File: src/rtl/seq_counter_ctrl_if.sv
// Handshake/status bundle for seq_counter_ctrl; err exists only when SEQ_ERR_EN is defined.
interface seq_counter_ctrl_if #(
  parameter int PASS_W = 4,
  parameter int DIV_W  = 4
);
  logic              start;
  logic              pause;
  logic              abort;
  logic [PASS_W-1:0] passes;
  logic [DIV_W-1:0]  div;
  logic [2:0]        q;
  logic [2:0]        qb;
  logic              step;
  logic              wrap;
  logic              busy;
  logic              done;
  logic [PASS_W-1:0] pass_cnt;
`ifdef SEQ_ERR_EN
  logic              err;

  modport master (
    output start, pause, abort, passes, div,
    input  q, qb, step, wrap, busy, done, pass_cnt, err
  );
  modport slave (
    input  start, pause, abort, passes, div,
    output q, qb, step, wrap, busy, done, pass_cnt, err
  );
`else
  modport master (
    output start, pause, abort, passes, div,
    input  q, qb, step, wrap, busy, done, pass_cnt
  );
  modport slave (
    input  start, pause, abort, passes, div,
    output q, qb, step, wrap, busy, done, pass_cnt
  );
`endif
endinterface

File: src/rtl/seq_counter_ctrl.sv
// Run controller for the 1,2,3,5,7 sequence counter: start/pace/pause/abort runs of N passes.
// Optional sticky illegal-value flag err is enabled by defining SEQ_ERR_EN.
module seq_counter_ctrl #(
  parameter int PASS_W = 4,
  parameter int DIV_W  = 4
) (
  input  logic               clock,
  input  logic               reset,
  seq_counter_ctrl_if.slave  bus
);

  typedef enum logic [1:0] {
    IDLE  = 2'd0,
    RUN   = 2'd1,
    PAUSE = 2'd2,
    DONE  = 2'd3
  } state_t;

  state_t            state_r, state_nxt_s;
  logic [2:0]        q_r, q_nxt_s;
  logic [2:0]        qb_r;
  logic              step_r, step_nxt_s;
  logic              wrap_r, wrap_nxt_s;
  logic              busy_r, done_r;
  logic [PASS_W-1:0] pass_cnt_r, pass_nxt_s;
  logic [PASS_W-1:0] passes_lat_r, passes_lat_nxt_s;
  logic [DIV_W-1:0]  div_lat_r, div_lat_nxt_s;
  logic [DIV_W-1:0]  presc_r, presc_nxt_s;
  logic [PASS_W-1:0] passes_eff_s;
  logic              more_passes_s;
`ifdef SEQ_ERR_EN
  logic              err_r, err_nxt_s;
`endif

  // Successor in the 1,2,3,5,7 sequence; anything outside it recovers to 1.
  function automatic logic [2:0] seq_next(input logic [2:0] v);
    logic [2:0] n;
    case (v)
      3'd1:    n = 3'd2;
      3'd2:    n = 3'd3;
      3'd3:    n = 3'd5;
      3'd5:    n = 3'd7;
      3'd7:    n = 3'd1;
      default: n = 3'd1;
    endcase
    return n;
  endfunction

  function automatic logic seq_legal(input logic [2:0] v);
    logic ok;
    case (v)
      3'd1, 3'd2, 3'd3, 3'd5, 3'd7: ok = 1'b1;
      default:                      ok = 1'b0;
    endcase
    return ok;
  endfunction

  // Next-state and next-output computation; priority abort > start > pause > step.
  always_comb begin
    state_nxt_s      = state_r;
    q_nxt_s          = q_r;
    step_nxt_s       = 1'b0;
    wrap_nxt_s       = 1'b0;
    pass_nxt_s       = pass_cnt_r;
    passes_lat_nxt_s = passes_lat_r;
    div_lat_nxt_s    = div_lat_r;
    presc_nxt_s      = presc_r;
`ifdef SEQ_ERR_EN
    err_nxt_s        = err_r;
`endif
    if (passes_lat_r == {PASS_W{1'b0}}) begin
      passes_eff_s = PASS_W'(1);
    end else begin
      passes_eff_s = passes_lat_r;
    end
    // Widened by one bit so pass_cnt+1 cannot overflow in the compare.
    more_passes_s = (({1'b0, pass_cnt_r} + (PASS_W+1)'(1)) < {1'b0, passes_eff_s});

    if (bus.abort) begin
      state_nxt_s = IDLE;
      q_nxt_s     = 3'd0;
      pass_nxt_s  = {PASS_W{1'b0}};
      presc_nxt_s = {DIV_W{1'b0}};
`ifdef SEQ_ERR_EN
      err_nxt_s   = 1'b0;
`endif
    end else begin
      case (state_r)
        IDLE, DONE: begin
          if (bus.start) begin
            passes_lat_nxt_s = bus.passes;
            div_lat_nxt_s    = bus.div;
            q_nxt_s          = 3'd1;
            pass_nxt_s       = {PASS_W{1'b0}};
            presc_nxt_s      = {DIV_W{1'b0}};
            state_nxt_s      = RUN;
          end else begin
            state_nxt_s = state_r;
          end
        end
        RUN: begin
          if (bus.pause) begin
            state_nxt_s = PAUSE;
          end else if (presc_r == div_lat_r) begin
            step_nxt_s  = 1'b1;
            presc_nxt_s = {DIV_W{1'b0}};
            if (q_r == 3'd7) begin
              wrap_nxt_s = 1'b1;
              if (more_passes_s) begin
                pass_nxt_s = pass_cnt_r + PASS_W'(1);
                q_nxt_s    = 3'd1;
              end else begin
                pass_nxt_s  = passes_eff_s;
                q_nxt_s     = 3'd0;
                state_nxt_s = DONE;
              end
            end else if (seq_legal(q_r)) begin
              q_nxt_s = seq_next(q_r);
            end else begin
              q_nxt_s = 3'd1;
`ifdef SEQ_ERR_EN
              err_nxt_s = 1'b1;
`endif
            end
          end else begin
            presc_nxt_s = presc_r + DIV_W'(1);
          end
        end
        PAUSE: begin
          if (bus.pause) begin
            state_nxt_s = PAUSE;
          end else begin
            state_nxt_s = RUN;
          end
        end
        default: begin
          state_nxt_s = IDLE;
          q_nxt_s     = 3'd0;
        end
      endcase
    end
  end

  // State and registered outputs.
  always_ff @(posedge clock or posedge reset) begin
    if (reset) begin
      state_r      <= IDLE;
      q_r          <= 3'd0;
      qb_r         <= 3'b111;
      step_r       <= 1'b0;
      wrap_r       <= 1'b0;
      busy_r       <= 1'b0;
      done_r       <= 1'b0;
      pass_cnt_r   <= {PASS_W{1'b0}};
      passes_lat_r <= {PASS_W{1'b0}};
      div_lat_r    <= {DIV_W{1'b0}};
      presc_r      <= {DIV_W{1'b0}};
`ifdef SEQ_ERR_EN
      err_r        <= 1'b0;
`endif
    end else begin
      state_r      <= state_nxt_s;
      q_r          <= q_nxt_s;
      qb_r         <= ~q_nxt_s;
      step_r       <= step_nxt_s;
      wrap_r       <= wrap_nxt_s;
      busy_r       <= (state_nxt_s == RUN) || (state_nxt_s == PAUSE);
      done_r       <= (state_nxt_s == DONE);
      pass_cnt_r   <= pass_nxt_s;
      passes_lat_r <= passes_lat_nxt_s;
      div_lat_r    <= div_lat_nxt_s;
      presc_r      <= presc_nxt_s;
`ifdef SEQ_ERR_EN
      err_r        <= err_nxt_s;
`endif
    end
  end

  assign bus.q        = q_r;
  assign bus.qb       = qb_r;
  assign bus.step     = step_r;
  assign bus.wrap     = wrap_r;
  assign bus.busy     = busy_r;
  assign bus.done     = done_r;
  assign bus.pass_cnt = pass_cnt_r;
`ifdef SEQ_ERR_EN
  assign bus.err      = err_r;
`endif

endmodule

File: src/flat_wrapper.sv
// flat-port wrapper written by rule: the top's interface ports become plain ports
module seq_counter_ctrl_flat 
#(
  parameter int PASS_W = 4,
  parameter int DIV_W  = 4
)
  (clock, reset, bus_start, bus_pause, bus_abort, bus_passes, bus_div, bus_q, bus_qb, bus_step, bus_wrap, bus_busy, bus_done, bus_pass_cnt);
  seq_counter_ctrl_if #(.PASS_W(PASS_W), .DIV_W(DIV_W)) bus_i ();
  input  logic clock;
  input  logic reset;
  input wire logic [$bits(bus_i.start)-1:0] bus_start;
  input wire logic [$bits(bus_i.pause)-1:0] bus_pause;
  input wire logic [$bits(bus_i.abort)-1:0] bus_abort;
  input wire logic [$bits(bus_i.passes)-1:0] bus_passes;
  input wire logic [$bits(bus_i.div)-1:0] bus_div;
  output wire logic [$bits(bus_i.q)-1:0] bus_q;
  output wire logic [$bits(bus_i.qb)-1:0] bus_qb;
  output wire logic [$bits(bus_i.step)-1:0] bus_step;
  output wire logic [$bits(bus_i.wrap)-1:0] bus_wrap;
  output wire logic [$bits(bus_i.busy)-1:0] bus_busy;
  output wire logic [$bits(bus_i.done)-1:0] bus_done;
  output wire logic [$bits(bus_i.pass_cnt)-1:0] bus_pass_cnt;
  assign bus_i.start = bus_start;
  assign bus_i.pause = bus_pause;
  assign bus_i.abort = bus_abort;
  assign bus_i.passes = bus_passes;
  assign bus_i.div = bus_div;
  assign bus_q = bus_i.q;
  assign bus_qb = bus_i.qb;
  assign bus_step = bus_i.step;
  assign bus_wrap = bus_i.wrap;
  assign bus_busy = bus_i.busy;
  assign bus_done = bus_i.done;
  assign bus_pass_cnt = bus_i.pass_cnt;
  seq_counter_ctrl #(.PASS_W(PASS_W), .DIV_W(DIV_W)) u_core (.clock(clock), .reset(reset), .bus(bus_i));
endmodule
File: config.mk
export PLATFORM = sky130hd
export DESIGN_NAME = seq_counter_ctrl_flat
export DESIGN_NICKNAME = d
export VERILOG_FILES = /design/src/rtl/seq_counter_ctrl_if.sv /design/src/rtl/seq_counter_ctrl.sv /design/src/flat_wrapper.sv
export SDC_FILE = /design/constraint.sdc
export NUM_CORES = 1
export LEC_CHECK = 0
export BUFFER_PORTS_ARGS = -buffer_cell sky130_fd_sc_hd__buf_2
export CAP_MARGIN = 40
export CELL_PAD_IN_SITES_DETAIL_PLACEMENT = 0
export CELL_PAD_IN_SITES_GLOBAL_PLACEMENT = 2
export CORE_ASPECT_RATIO = 1.2
export CORE_MARGIN = 2
export CORE_UTILIZATION = 37
export CTS_CLUSTER_SIZE = 8
export DETAILED_ROUTE_END_ITERATION = 8
export PLACE_DENSITY = 0.81
export SYNTH_ARGS = -nofsm -noshare
export SYNTH_HDL_FRONTEND = slang
export SYNTH_SLANG_ARGS = --single-unit
File: constraint.sdc
create_clock -name clock -period 3.7 [get_ports clock]
set_input_delay 0.74 -clock clock [delete_from_list [all_inputs] [get_ports clock]]
set_output_delay 0.74 -clock clock [all_outputs]
set_load 0.02 [all_outputs]
==> impl_results.md, run 1 <==
- Yosys warns: 0
- Final Cycle Share: 0.777
- Num CTS Buffers: 3
- Static leakage: approximately 0.89 nW
- Post_cts resized: 0
- VDD IR max: 0.291 mV
- Clk root buf: clkbuf_8
- Commonest non-fill, non-tap cell in the layout: buf_2
- Post-route ant nets: 0
- Clock Latency Late Sink: about 0.28 ns
- Critical path required time: 3.87 ns
- Die width: ~64 um
- # Post-CTS Setup Buffers: 0
- Avg Vias per Cell: 5.31
- Clk sink count: 28
- IO Pins: 27
- Tightest Pin Transition: 0.699 ns
- Initial Utilization: 0.378
- Largest family of logic cells by synthesized area: compound AO/OA/AOI/OAI gates
- Post-synth EDFFs: 0
- Mux contribution to synthesized area: 0.0763
- Metal-1 WL: 1.43 mm
- Vias in the first global route: 1,343
- Unrepaired setup endpoints after global routing: false
- Worst setup SP type: flip-flop
- Post-Synth Adder-Cell Area: 0.0715
- Complex-gate fraction of the synthesized area: 0.172
- Worst R2R Setup Slack: between 0.8 and 0.9 ns
- Final Core Density: 0.447
- Crit Path Class: reg2reg
- CP max FO: 8
- Fin. max-slew vios: 0
- Gate Count Post-Synth: 160
- Post-synth cell types: 37
- Main synth FF type: dfrtp_1
- Wire length per cell: around 14 um
- DP Wirelength: between 2 and 3 mm
- Clock Pin Slew Worst Setup and Hold Paths: 0.10 ns
- Simple-gate share of the synthesized area: 0.164
- Synth Cell Area: 0.00158 sq mm
- Seq/Total Area, Yosys: 0.447
- Max layer used: met4
- Drt total wl: about 3.5 mm
- Syn Nets: ~180
- Asr flop ratio synth: 1.00
- Diode count: 0
- Fin nets: about 210
- Largest net degree at the start of global routing: 21
- Endpoints failing hold: 0
- Post-route DRC: 0
- TritonCTS clock tree: built
- Seq cells post-synth: 28
- Max_cap viols: 0
- Outcome: complete, no violations
- H-tree levels: 1
- Tightest slew margin relative to the limit: 0.530
- Final setup fails: 0
- Syn avg cell area: 9.85 sq um
- Wire length on met2: 1.87 mm
- PwrDens: 577 mW/mm^2
- Vias after detailed routing: between 1k and 1.5k
- DR pass1 iterations: 4
- Period minus WS final: 2.87 ns
- Grt ovf: 0
- Met3 WL: around 80 um
- Clk_skew: 0.00412 ns
- Fillers: 430
- Die area: 0.00480 sq mm
- Initial antenna violation count: 0
- Core Box Area: between 0.004 and 0.005 sq mm
- Initial drt markers: 69
- CP endpoint kind: flip-flop
- All-Layer GR Usage: 0.155
- Area Overhead vs Synth: 18.3%
- Hold_buf cts: 0
- Clk buf depth: 2
- Gpl congestion: around 0.77
- CP arrival: 3.04 ns
- Row cnt: 26
- Fmax: 348 MHz
- Share of layout cells above drive strength 1: 0.266
- IO buf count: 26
- Die H: 75.5 um
- TNS Setup: 0 ns
- First-pass GRT wire length: between 5 and 6 mm
- Hold Path Class: in2async
- Most frequent cells in the layout: buf_2 (26), dfrtp_1 (25), nor2_1 (15)
- Synth Area in XOR/XNOR: 0.0334
## sequential cells by signal (all words and copies together), names as in the netlist, 2 cells and up
register             count
u_core.bus.pass_cnt      4
u_core.bus.q             3
u_core.bus.qb            3
u_core.div_lat_r         4
u_core.passes_lat_r      4
u_core.presc_r           4
u_core.state_r           2
## per-stage QoR
stage	setup slack, ns	std cells	total power, mW	hold WS (ns)	instance area (sq um)
global route	0.603	244	1.15	0.469	1860
detailed placement	0.823	240	0.842	0.515	1790
global placement	1.01	239	0.826	0.517	1760
floorplan	1.05	160	0.729	0.500	1580
finish	0.826	244	1.08	0.438	1860
CTS	0.798	244	1.09	0.440	1860
## area by class of cell
| class | count | area, sq um | area share |
|---|---|---|---|
| flip-flops and latches | 28 | 704 | 0.378 |
| repair buffers | 27 | 158 | 0.0846 |
| clock buffers | 3 | 41.3 | 0.0222 |
| well taps | 56 | 70.1 | 0.0376 |
| multi-input cells | 117 | 815 | 0.437 |
| inverters | 12 | 45.0 | 0.0242 |
| clock inverters | 1 | 30.0 | 0.0161 |
## kinds of logic after synthesis
kind of cell / count (synthesis)
DFF: 28
and+or+nand+nor: 51
muxes: 11
AOI/OAI and AO/OA: 40
adders and majority gates: 9
buffers and inverters: 15
xor gates and xnor gates: 6
## power breakdown
group	switching, mW	internal (mW)
Sequential	0.0628	0.370
Clock	0.0976	0.145
Combinational	0.233	0.168
## synthesized netlist by cell type, types with 4 or more instances
cell type,count,share of area
a21oi_1,7,0.022
a31oi_1,5,0.020
dfrtp_1,25,0.40
ha_1,9,0.071
inv_1,12,0.029
mux2_2,8,0.057
nand2_1,9,0.021
nand2b_1,5,0.020
nor2_1,15,0.036
nor3_1,4,0.013
o21ai_0,12,0.038
xor2_1,5,0.028
## per-layer routing
| layer | GRT usage | up-vias |
|---|---|---|
| met5 | 0 | - |
| met4 | 0.0845 | 0 |
| met3 | 0.0207 | 11 |
| met2 | 0.289 | 22 |
| met1 | 0.175 | 635 |
| li1 | - | 627 |
## critical path: stages (launching register included)
cell,delay [ns]
dfrtp_1,0.43
ha_1,0.27
xor2_1,0.16
ha_1,0.32
a21oi_1,0.07
o21ai_0,0.22
a41oi_2,0.15
or3_1,0.45
a311oi_1,0.40
ha_1,0.30
## path summary, 6_finish.rpt
path                                       endpoint  cells past startpoint                   start
worst max-delay path                u_core.bus.busy                      9  u_core.bus.pass_cnt[0]
worst min-delay path                u_core.bus.step                      2                   reset
worst max register to register      u_core.bus.busy                      9  u_core.bus.pass_cnt[0]
worst min register to register  u_core.div_lat_r[3]                      1     u_core.div_lat_r[3]
max in group asynchronous         u_core.state_r[1]                      3                   reset
min in group clock              u_core.div_lat_r[3]                      1     u_core.div_lat_r[3]
(Power assumes the default switching activity.)
==> run 2, diff against run 1 <==
- CORE_UTILIZATION: 37 -> 34
- PLACE_DENSITY: 0.81 -> 0.75
- clock period: 3.7 -> 2.65 ns (I/O delays scaled with it)
==> run 2 against run 1 <==
  * Cell area grew 0.60%
  * Critical path type unchanged
  * Routed wire length grew 5.1%
  * Sequential power grew 38%
  * Power grew 42%
  * Via count shrank 1.4%
  * Core utilization shrank 3.3 points
  * Highest routed layer unchanged
  * Clock power grew 41%
  * Fmax grew 15%
  * Die area grew 8.3%
==> impl_results.md, run 2 (synthesis gave the netlist of run 1 again) <==
- CP max FO: 4
- Final Cycle Share: 0.940
- Core Box Area: 0.00453 sq mm
- Avg Vias per Cell: slightly above 5
- Multi-input gate area: 821 sq um
- VDD IR max: 0.424 mV
- Final setup fails: 0
- Outcome: complete, no violations
- Fmax: 401 MHz
- TNS Setup: 0 ns
- Seq pwr share: 0.391
- Hold Path Class: in2async
- Clk_skew: 0.00309 ns
- Die H: 78.6 um
- Initial antenna violation count: 0
- Post-route DRC: 0
- CP arrival: 2.66 ns
- Clk root buf: clkbuf_8
- Wire length per cell: 14.7 um
- Initial Utilization: 0.348
- Reg area: 704 sq um
- Worst setup SP type: flip-flop
- Grt ovf: 0
- Drt total wl: 3.66 mm
- Initial drt markers: 21
- IO Pins: 27
- DP Wirelength: 2.75 mm
- Worst R2R Setup Slack: between 0.15 and 0.2 ns
- All-Layer GR Usage: 0.149
- DR pass1 iterations: 3
- Endpoints failing hold: 0
- Max_cap viols: 0
- Power Internal: 0.970 mW
- Switch Pwr: about 0.56 mW
- # Post-CTS Setup Buffers: 0
- H-tree levels: 1
- Setup ws final: 0.159 ns
- Tightest slew margin relative to the limit: 0.582
- Commonest non-fill, non-tap cell in the layout: buf_2
- Period minus WS final: about 2.5 ns
- Static leakage: 0.898 nW
- TritonCTS clock tree: built
- Switching Fraction: 0.367
- Vias after detailed routing: 1,277
- Diode count: 0
- Gpl congestion: around 0.77
- Unrepaired setup endpoints after global routing: false
- Fin. max-slew vios: 0
- Share of layout cells above drive strength 1: 0.283
- Clock Pin Slew Worst Setup and Hold Paths: 0.10 ns
- Die area: 0.00520 sq mm
- Critical path required time: 2.82 ns
- Num CTS Buffers: 3
- PwrDens: 817 mW/mm^2
- Tightest Pin Transition: 0.622 ns
- Area Overhead vs Synth: 19.0%
- Row cnt: 27
- Comb power frac: 0.386
- IO buf count: 26
- Pre-CTS setup slack: 0.0607 ns
- Metal-1 WL: 1.62 mm
- Fillers: around 470
- Post-route ant nets: 0
- Clk buf depth: 2
- Vias in the first global route: between 1k and 1.5k
- Clock Latency Late Sink: 0.27 ns
- Crit Path Class: reg2reg
- Met3 WL: 87 um
- Most frequent cells in the layout: buf_2 (26), dfrtp_1 (25), nor2_1 (15)
- Max layer used: met4
- Die width: between 60 and 70 um
- Largest net degree at the start of global routing: 29
- Clock power frac: 0.223
- Fin nets: about 210
- Wire length on met2: 1.94 mm
- First-pass GRT wire length: slightly above 6 mm
- Clk sink count: 28
- CP endpoint kind: flip-flop
-- run 2: per-layer routing --
layer / vias to the layer above / GRT usage
li1: 635 / -
met1: 626 / 0.185
met2: 14 / 0.272
met3: 2 / 0.0186
met4: 0 / 0.0306
met5: - / 0
-- run 2: timing repair --
| action | CTS | global route |
|---|---|---|
| endpoints found under the setup margin | 0 | 1 |
| hold buffers | 0 | 0 |
| resized for setup | 0 | 1 |
-- run 2: final cells by class --
cell class | instances | area share
timing repair buffer | 30 | 0.0854
tap | 58 | 0.0387
clock inverter | 1 | 0.0160
sequential | 28 | 0.376
clock buffer | 3 | 0.0220
inverter | 12 | 0.0240
multi-input combinational | 117 | 0.438
-- run 2: worst max-delay path: stages (launching register included) --
cell      delay [ns]
dfrtp_1         0.42
ha_1            0.22
xor2_1          0.15
ha_1            0.31
a21oi_1         0.07
o21ai_0         0.21
a41oi_2         0.06
or3_1           0.39
a311oi_2        0.27
ha_1            0.28
-- run 2: power groups by stage --
stage	clock, mW	sequential, mW	combinational, mW
finish	0.342	0.599	0.591
global route	0.376	0.613	0.659
CTS	0.355	0.599	0.595
detailed placement	0	0.607	0.594
global placement	0	0.603	0.581
floorplan	0	0.618	0.400
-- run 2: worst paths after layout --
| kind | startpoint | endpoint | cells past startpoint |
|---|---|---|---|
| worst min-delay path | reset | u_core.bus.pass_cnt[3] | 3 |
| worst max-delay path | u_core.bus.pass_cnt[1] | u_core.bus.busy | 9 |
| min in group clock | bus_div[1] | u_core.div_lat_r[1] | 2 |
| worst max register to register | u_core.bus.pass_cnt[1] | u_core.bus.busy | 9 |
| max in group asynchronous | reset | u_core.bus.qb[1] | 3 |
| worst min register to register | u_core.div_lat_r[2] | u_core.div_lat_r[2] | 1 |
-- run 2: stage by stage --
step / instance area [sq um] / instances / power, mW / utilization / hold WS (ns)
4_1_cts: 1870 / 249 / 1.55 / 0.413 / 0.309
3_5_place_dp: 1800 / 245 / 1.20 / 0.397 / 0.520
6_report: 1870 / 249 / 1.53 / 0.414 / 0.293
5_1_grt: 1870 / 249 / 1.65 / 0.414 / 0.338
3_3_place_gp: 1800 / 245 / 1.18 / 0.397 / 0.518
2_1_floorplan: 1580 / 160 / 1.02 / - / 0.500
==> run 3, diff against run 2 <==
- GPL_TIMING_DRIVEN: not set -> 0
==> run 3 against run 2 <==
  * Sequential cell count stayed put
  * Combinational power is 0.7% lower
  * Core utilization is 0.77 points higher
  * Via count is 1.4% higher
  * Die area stayed put
  * Clock power hardly changed
  * Clock-buffer cell count stayed put
  * Power is 0.32% higher
  * Non-clock buffer count is 1 higher
  * Register-to-register slack worse by 0.07 ns
  * Cell area is 1.9% higher
==> impl_results.md, run 3 (synthesis gave the netlist of run 1 again) <==
- Hold Path Class: in2async
- Crit Path Class: reg2reg
- Worst setup path startpoint: u_core.bus.pass_cnt[0]
- CP arrival: 2.73 ns
- Fin nets: 215
- Clk_skew: 0.00523 ns
- DR pass1 iterations: 4
- Reg2Reg Depth: 9
- Clock Latency Late Sink: 0.28 ns
- H-tree levels: 1
- Worst setup SP type: flip-flop
- Fmax: 391 MHz
- Most frequent cells in the layout: buf_2 (26), dfrtp_1 (25), nor2_1 (15)
- Fin. max-slew vios: 0
- Max_cap viols: 0
- Row cnt: 27
- First-pass GRT wire length: 6.12 mm
- Die H: 78.6 um
- Initial drt markers: 57
- Avg Vias per Cell: between 5 and 6
- CP endpoint kind: flip-flop
- Commonest non-fill, non-tap cell in the layout: buf_2
- All-Layer GR Usage: 0.147
- Drt total wl: 3.59 mm
- Outcome: complete, no violations
- Static leakage: 0.902 nW
- Post-route DRC: 0
- Period minus WS final: ~2.6 ns
- Final std cells w/o fill: 250
- TritonCTS clock tree: built
- Die width: between 60 and 70 um
- Core Box Area: 0.00453 sq mm
- Critical path required time: 2.82 ns
- Clk sink count: 28
- Clock Pin Slew Worst Setup and Hold Paths: roughly 0.1 ns
- Reg2reg start: u_core.bus.pass_cnt[0]
- Final Cycle Share: 0.966
- Wire length per cell: 14.4 um
- Gpl congestion: 0.749
- Share of layout cells above drive strength 1: 0.281
- Setup ws final: 0.0905 ns
- DP Wirelength: about 2.7 mm
- Tightest slew margin relative to the limit: 0.506
- IO buf count: 26
- Num CTS Buffers: 3
- Die area: 0.00520 sq mm
- CP max FO: 5
- Vias in the first global route: 1,287
- Largest net degree at the start of global routing: 21
- Initial antenna violation count: 0
- Vias after detailed routing: between 1k and 1.5k
- PwrDens: 805 mW/mm^2
- Grt ovf: 0
- IO Pins: 27
- Placed insts: about 250
- Endpoints failing hold: 0
- Post-route ant nets: 0
- Diode count: 0
- Initial Utilization: 0.348
- Pre-CTS setup slack: -0.160 ns
- VDD IR max: roughly 0.34 mV
- Unrepaired setup endpoints after global routing: false
- Final setup fails: 0
- Clk root buf: clkbuf_8
- Clk buf depth: 2
- Tightest Pin Transition: between 0.7 and 0.8 ns
- Area Overhead vs Synth: 21.2%
-- run 3: cell types whose count changed in the layout (fill, tap and decap cells not counted), sizes merged --
cell / change
buf: -2
clkbuf: +3
-- run 3: routing by layer --
layer  wire, um  global-route usage
met5          0                   0
met4         31              0.0306
met3        126              0.0158
met2       1800               0.259
met1       1630               0.193
-- run 3: power breakdown --
group / internal, mW / switching (mW) / leakage, nW / total, mW
clock network: 0.202 / 0.140 / 0.0357 / 0.342
logic: 0.247 / 0.340 / 0.507 / 0.587
registers: 0.516 / 0.0915 / 0.358 / 0.608
-- run 3: area by class of cell --
| type | count | area [sq um] |
|---|---|---|
| fillers | 472 | 2620 |
| well taps | 58 | 72.6 |
| clock inverters | 1 | 30.0 |
| inverters | 12 | 45.0 |
| clock buffers | 3 | 41.3 |
| flip-flops and latches | 28 | 704 |
| plain buffers | 3 | 11.3 |
| multi-input cells | 117 | 840 |
| repair buffers | 28 | 165 |
-- run 3: timing repair --
action / in CTS / in global routing
resized for setup: 3 / 2
endpoints found under the setup margin: 2 / 1
pin swaps: 1 / 0
hold buffers: 0 / 0
buffers inserted: 1 / 0
-- run 3: critical path, stage by stage (launching register included) --
cell and delay (ns):
dfrtp_1 0.44, ha_2 0.23, xor2_1 0.14, ha_1 0.31
a21oi_1 0.07, o21ai_1 0.15, a41oi_2 0.07, or3_4 0.44
a311oi_4 0.32, ha_1 0.27
-- run 3: stage by stage --
stage	hold WS [ns]	util	power (mW)	area, sq um	setup TNS (ns)
CTS	0.236	0.419	1.54	1900	0
finish	0.224	0.422	1.54	1910	0
floorplan	0.500	-	1.02	1580	0
global route	0.243	0.422	1.65	1910	0
detailed placement	0.530	0.399	1.18	1810	-0.184
global placement	0.520	0.393	1.16	1780	-0.172
-- run 3: path summary, 6_finish.rpt --
check,endpoint,slack (ns)
max in group asynchronous,u_core.presc_r[0],1.99
setup / recovery,u_core.bus.busy,0.09
hold / removal,u_core.bus.step,0.22
setup reg to reg,u_core.bus.busy,0.09
hold reg to reg,u_core.div_lat_r[3],0.56
min in group clock,u_core.div_lat_r[3],0.47
